==> config.mk <==
export PLATFORM = sky130hd
export DESIGN_NAME = alarm_timekeeper
export DESIGN_NICKNAME = d
export VERILOG_FILES = /design/src/rtl/alarm_timekeeper.sv
export SDC_FILE = /design/constraint.sdc
export NUM_CORES = 1
export LEC_CHECK = 0
export BUFFER_PORTS_ARGS = -buffer_cell sky130_fd_sc_hd__buf_2
export CAP_MARGIN = 10
export CORE_MARGIN = 8
export CORE_UTILIZATION = 50
export CTS_CLUSTER_DIAMETER = 80
export DETAILED_ROUTE_END_ITERATION = 7
export PLACE_DENSITY_LB_ADDON = 0.08
export SLEW_MARGIN = 0
export SYNTH_ARGS = -nofsm -noshare
export SYNTH_HDL_FRONTEND = slang
export SYNTH_SLANG_ARGS = --single-unit
export TNS_END_PERCENT = 20
==> constraint.sdc <==
create_clock -name Clock -period 10.3 [get_ports Clock]
set_clock_uncertainty 0.2 [all_clocks]
set_input_delay 0.515 -clock Clock [delete_from_list [all_inputs] [get_ports Clock]]
set_output_delay 0.515 -clock Clock [all_outputs]
set_load 0.02 [all_outputs]
==> src/rtl/alarm_timekeeper.sv <==
// BCD time-of-day keeper with one HH:MM alarm and a ring/snooze sequencer.
// Advances on 1 Hz enable pulses; all state is held in flops on the Clock domain.
module alarm_timekeeper #(
  parameter int ALARM_SECONDS  = 60,
  parameter int SNOOZE_SECONDS = 300
) (
  input  logic        Clock,
  input  logic        Reset,
  input  logic        tick,
  input  logic        time_load,
  input  logic [23:0] time_in,
  input  logic        alarm_load,
  input  logic [15:0] alarm_in,
  input  logic        alarm_en,
  input  logic        snooze,
  input  logic        stop,
  output logic [23:0] time_bcd,
  output logic [15:0] alarm_bcd,
  output logic        ringing,
  output logic        snoozing
);

  typedef enum logic [1:0] {
    IDLE    = 2'd0,
    RINGING = 2'd1,
    SNOOZE  = 2'd2
  } state_t;

  localparam logic [11:0] ALARM_CNT  = 12'(ALARM_SECONDS);
  localparam logic [11:0] SNOOZE_CNT = 12'(SNOOZE_SECONDS);

  state_t      state, state_next;
  logic [11:0] cnt, cnt_next;
  logic [23:0] time_inc;
  logic        time_ok, alarm_ok, trigger;

  function automatic logic hhmm_valid(input logic [15:0] v);
    logic [3:0] h1, h0, m1, m0;
    {h1, h0, m1, m0} = v;
    return (h1 <= 4'd2) && (h0 <= 4'd9) && !((h1 == 4'd2) && (h0 > 4'd3)) &&
           (m1 <= 4'd5) && (m0 <= 4'd9);
  endfunction

  // Digit-wise BCD increment with carries; 23:59:59 wraps to 00:00:00.
  function automatic logic [23:0] bcd_inc(input logic [23:0] t);
    logic [3:0] h1, h0, m1, m0, s1, s0;
    {h1, h0, m1, m0, s1, s0} = t;
    if (s0 != 4'd9) begin
      s0 = s0 + 4'd1;
    end else begin
      s0 = 4'd0;
      if (s1 != 4'd5) begin
        s1 = s1 + 4'd1;
      end else begin
        s1 = 4'd0;
        if (m0 != 4'd9) begin
          m0 = m0 + 4'd1;
        end else begin
          m0 = 4'd0;
          if (m1 != 4'd5) begin
            m1 = m1 + 4'd1;
          end else begin
            m1 = 4'd0;
            if ((h1 == 4'd2) && (h0 == 4'd3)) begin
              h1 = 4'd0;
              h0 = 4'd0;
            end else if (h0 == 4'd9) begin
              h0 = 4'd0;
              h1 = h1 + 4'd1;
            end else begin
              h0 = h0 + 4'd1;
            end
          end
        end
      end
    end
    return {h1, h0, m1, m0, s1, s0};
  endfunction

  assign time_inc = bcd_inc(time_bcd);
  assign time_ok  = hhmm_valid(time_in[23:8]) && (time_in[7:4] <= 4'd5) &&
                    (time_in[3:0] <= 4'd9);
  assign alarm_ok = hhmm_valid(alarm_in);

  // A load that claims the cycle swallows the tick, so it can never cause a match.
  assign trigger = tick && !time_load && alarm_en && (state == IDLE) &&
                   (time_inc == {alarm_bcd, 8'h00});

  always_ff @(posedge Clock or posedge Reset) begin
    if (Reset) begin
      time_bcd  <= 24'h000000;
      alarm_bcd <= 16'h0000;
    end else begin
      if (time_load) begin
        if (time_ok) time_bcd <= time_in;
      end else if (tick) begin
        time_bcd <= time_inc;
      end
      if (alarm_load && alarm_ok) alarm_bcd <= alarm_in;
    end
  end

  always_ff @(posedge Clock or posedge Reset) begin
    if (Reset) begin
      state <= IDLE;
      cnt   <= 12'd0;
    end else begin
      state <= state_next;
      cnt   <= cnt_next;
    end
  end

  // Disarm beats stop, stop beats snooze, snooze beats tick expiry.
  always_comb begin
    state_next = state;
    cnt_next   = cnt;
    if (!alarm_en) begin
      state_next = IDLE;
      cnt_next   = 12'd0;
    end else begin
      case (state)
        IDLE: begin
          if (trigger) begin
            state_next = RINGING;
            cnt_next   = ALARM_CNT;
          end
        end
        RINGING: begin
          if (stop) begin
            state_next = IDLE;
            cnt_next   = 12'd0;
          end else if (snooze) begin
            state_next = SNOOZE;
            cnt_next   = SNOOZE_CNT;
          end else if (tick) begin
            if (cnt == 12'd1) begin
              state_next = IDLE;
              cnt_next   = 12'd0;
            end else begin
              cnt_next = cnt - 12'd1;
            end
          end
        end
        SNOOZE: begin
          if (stop) begin
            state_next = IDLE;
            cnt_next   = 12'd0;
          end else if (tick) begin
            if (cnt == 12'd1) begin
              state_next = RINGING;
              cnt_next   = ALARM_CNT;
            end else begin
              cnt_next = cnt - 12'd1;
            end
          end
        end
        default: begin
          state_next = IDLE;
          cnt_next   = 12'd0;
        end
      endcase
    end
  end

  assign ringing  = (state == RINGING);
  assign snoozing = (state == SNOOZE);

endmodule

==> impl_metrics.csv <==
group,metric,value,unit
detailed_routing,vias,3990,
logic_synthesis,synthCells,476,
logic_synthesis,synthAdderAreaFrac,3.07,%
critical_path,reg2reg_depth,8,
detailed_routing,drt_pre_antenna_iters,5,
run,cap_violations,0,
logic_synthesis,synth_cell_type_count,78,
critical_path,critical_path_class,"reg -> reg",
detailed_routing,ant_nets,0,
logic_synthesis,yosys-top-cells-area,"dfrtp_1 33%, o21ai_0 6.1%, a21oi_1 4.2%",
logic_synthesis,synth-compound-area-share,26.7,%
logic_synthesis,synth-seq-cells,54,
logic_synthesis,yosysWarnings,0,
logic_synthesis,async_flop_share,100,%
timing,hold_violations,0,
critical_path,cp.required,10.31,ns
floorplan,die_y,106,um
place,dp.cells,642,
floorplan,num_rows,33,
logic_synthesis,synth_ff_type,"dfrtp_1",
critical_path,cp_slowest_stage_delay,0.66,ns
logic_synthesis,synth_top_area_cell,"dfrtp_1",
cts,ctsHtreeMaxLevel,2,
logic_synthesis,syn_avg_cell_area,8.56,um2
logic_synthesis,yosysMostFrequentCell,"dfrtp_1",
logic_synthesis,syn_nets,534,
detailed_routing,drc,0,
cts,clkLatencyLatePin,0.31,ns
global_route,grt_use_met3,3.93,%
critical_path,crit_fanout,10,
critical_path,startpoint_type,"flip-flop",
final_layout,drive_gt1_share,24.2,%
cts,cts_max_path_buffers,2,
min_path,hold_path.class,"in -> async",
logic_synthesis,synth_edf_count,0,
global_route,grt_usage,20.9,%
cts,clk_pin_slew,0.11,ns
logic_synthesis,synth_commonest_cells,"54 x dfrtp_1, 50 x o21ai_0, 36 x nor2_1",
status,outcome,"finished, final reports clean",
global_route,grt_max_degree,55,
cts,clockRootBuffer,"clkbuf_8",
pwr,p_per_area,146,mW/mm2
global_route,overflow,0,
timing,fin_crit,3.84,ns
timing,period_share,37.3,%
global_route,grt_pass1_wl,19500,um
floorplan,die_area,0.0113,mm2
cts,clkSinkCount,54,
critical_path,cp_cell_sequence,"nand4bb_1 > nor4_4 > mux2_2 > a211o_1 > a221oi_2 > nand4_4 > o21ai_2 > mux2_1",
critical_path,arrival,3.85,ns
final_layout,post-route-util,57.7,%
timing,setup_viol,0,
detailed_routing,drt_wl_total,12000,um
place,hpwl,9010,um
final_layout,area_growth,14.1,%
cts,ctsResizeCount,0,
pwr,peakVddDrop,0.0596,mV
logic_synthesis,synth-simple-area-share,23.9,%
cts,cts_hold_buffers,0,
final_layout,finalNetCount,602,
logic_synthesis,muxShareOfSynthArea,5.59,%
floorplan,die_w,106,um
place,place_congestion,0.930,
floorplan,io-pin-count,90,
place,io_buffers,89,
global_route,use_met1,26.3,%
cts,cts_setup_buffers,0,
cts,cts_made_buffers,5,
final_layout,antennaDiodeCount,0,
final_layout,finalNonFillerCells,650,
logic_synthesis,synth-seq-area-share,33.1,%
global_route,grt_most_used_layer,"met2",
detailed_routing,post_drt_wl_per_cell,18.4,um
global_route,grt_antenna_before_repair,0,
timing,slew_viol_final,0,
cts,cts_tree,"yes",
timing,setup_tns,0,ns
logic_synthesis,synth_top_family_by_area,"compound AO/OA/AOI/OAI gates",
final_layout,fill_cells,763,
global_route,grt_pass1_vias,3819,
global_route,grt_util_met2,35.0,%
timing,relSlewSlack,52.0,%
pwr,p_leak,1.97,nW
floorplan,coreArea,0.00805,mm2
timing,rsz0062_at_grt,"false",
logic_synthesis,synth_top_area_share,33.1,%
timing,hold_ws,0.187,ns
floorplan,start_util,50.6,%
critical_path,cp_slowest_cell,"nor4_4",
detailed_routing,drtIter0Drc,303,
critical_path,cp-end-kind,"flip-flop",
timing,fmax,261,MHz
logic_synthesis,synthXorXnorAreaFrac,2.58,%
detailed_routing,vias_per_cell,6.14,
timing,tightest_slew,0.713,ns
logic_synthesis,netlist_area,0.00408,mm2
pwr,total_power,0.000678,W
-- state kept, by name, indices dropped and copies added, names as in the netlist --
signal	count
alarm_bcd	16
cnt	12
state	2
time_bcd	24
-- placed cells by master (no fill, tap or decap), drive strengths merged, types with 4 or more instances in the layout --
cell type	n
nand3	12
buf	93
nand2	25
nor4	11
mux2	14
dfrtp	54
nor3	15
o21ai	54
nor2b	11
nor4b	5
ha	10
a211oi	6
inv	19
a21boi	6
nand2b	5
a31oi	9
o31ai	6
nor3b	5
o211ai	5
xnor2	10
a21oi	34
clkbuf	6
a22oi	4
nand4	10
mux2i	7
or3	5
o21a	6
nor2	36
-- power by group --
group	switching, W	total, W	internal, W	leakage (nW)
combinational	0.000149	0.000250	0.000101	1.24
sequential	0.0000541	0.000295	0.000241	0.677
clock	0.0000777	0.000133	0.0000557	0.0478
-- final timing paths --
| check | startpoint | end | slack [ns] |
|---|---|---|---|
| max reg2reg | time_bcd[1] | cnt[1] | 6.46 |
| min in group Clock | alarm_in[8] | alarm_bcd[8] | 0.22 |
| min | Reset | time_bcd[16] | 0.19 |
| min reg2reg | cnt[9] | cnt[9] | 0.33 |
| max in group asynchronous | Reset | cnt[8] | 9.25 |
| max | time_bcd[1] | cnt[1] | 6.46 |
-- metal layers --
metal | share of wire, % | vias up
met5 | 0 | -
li1 | - | 1929
met3 | 5.9 | 25
met4 | 2.7 | 0
met1 | 42 | 1895
met2 | 49 | 141
-- cells by family after synthesis --
logic type / after synthesis
fa+ha+maj: 10
simple gates: 165
flops: 54
mux: 21
buf+inv: 50
compound gates: 164
xor+xnor: 12
-- area by class of cell --
cell class	count	area [um2]	share of cell area [%]
clock buffers	6	82.6	1.78
clock inverters	2	16.3	0.350
inverters	18	67.6	1.45
multi-input cells	372	2520	54.3
flip-flops and latches	54	1350	29.1
well taps	105	131	2.83
repair buffers	93	475	10.2
-- critical path, delay by kind of cell, from the launching register on --
family	cells	cell delay (ns)
and+or+nand+nor	3	1.52
AOI/OAI and AO/OA	3	0.79
muxes	2	0.74
DFF	1	0.49
-- metrics by stage --
| stage | setup WS (ns) | cell area (um2) |
|---|---|---|
| after floorplan | 6.91 | 4080 |
| after global placement | 6.58 | 4550 |
| after detailed placement | 6.47 | 4550 |
| after CTS | 6.47 | 4650 |
| after global routing | 6.22 | 4650 |
| final | 6.46 | 4650 |
(Power assumes the default switching activity.)
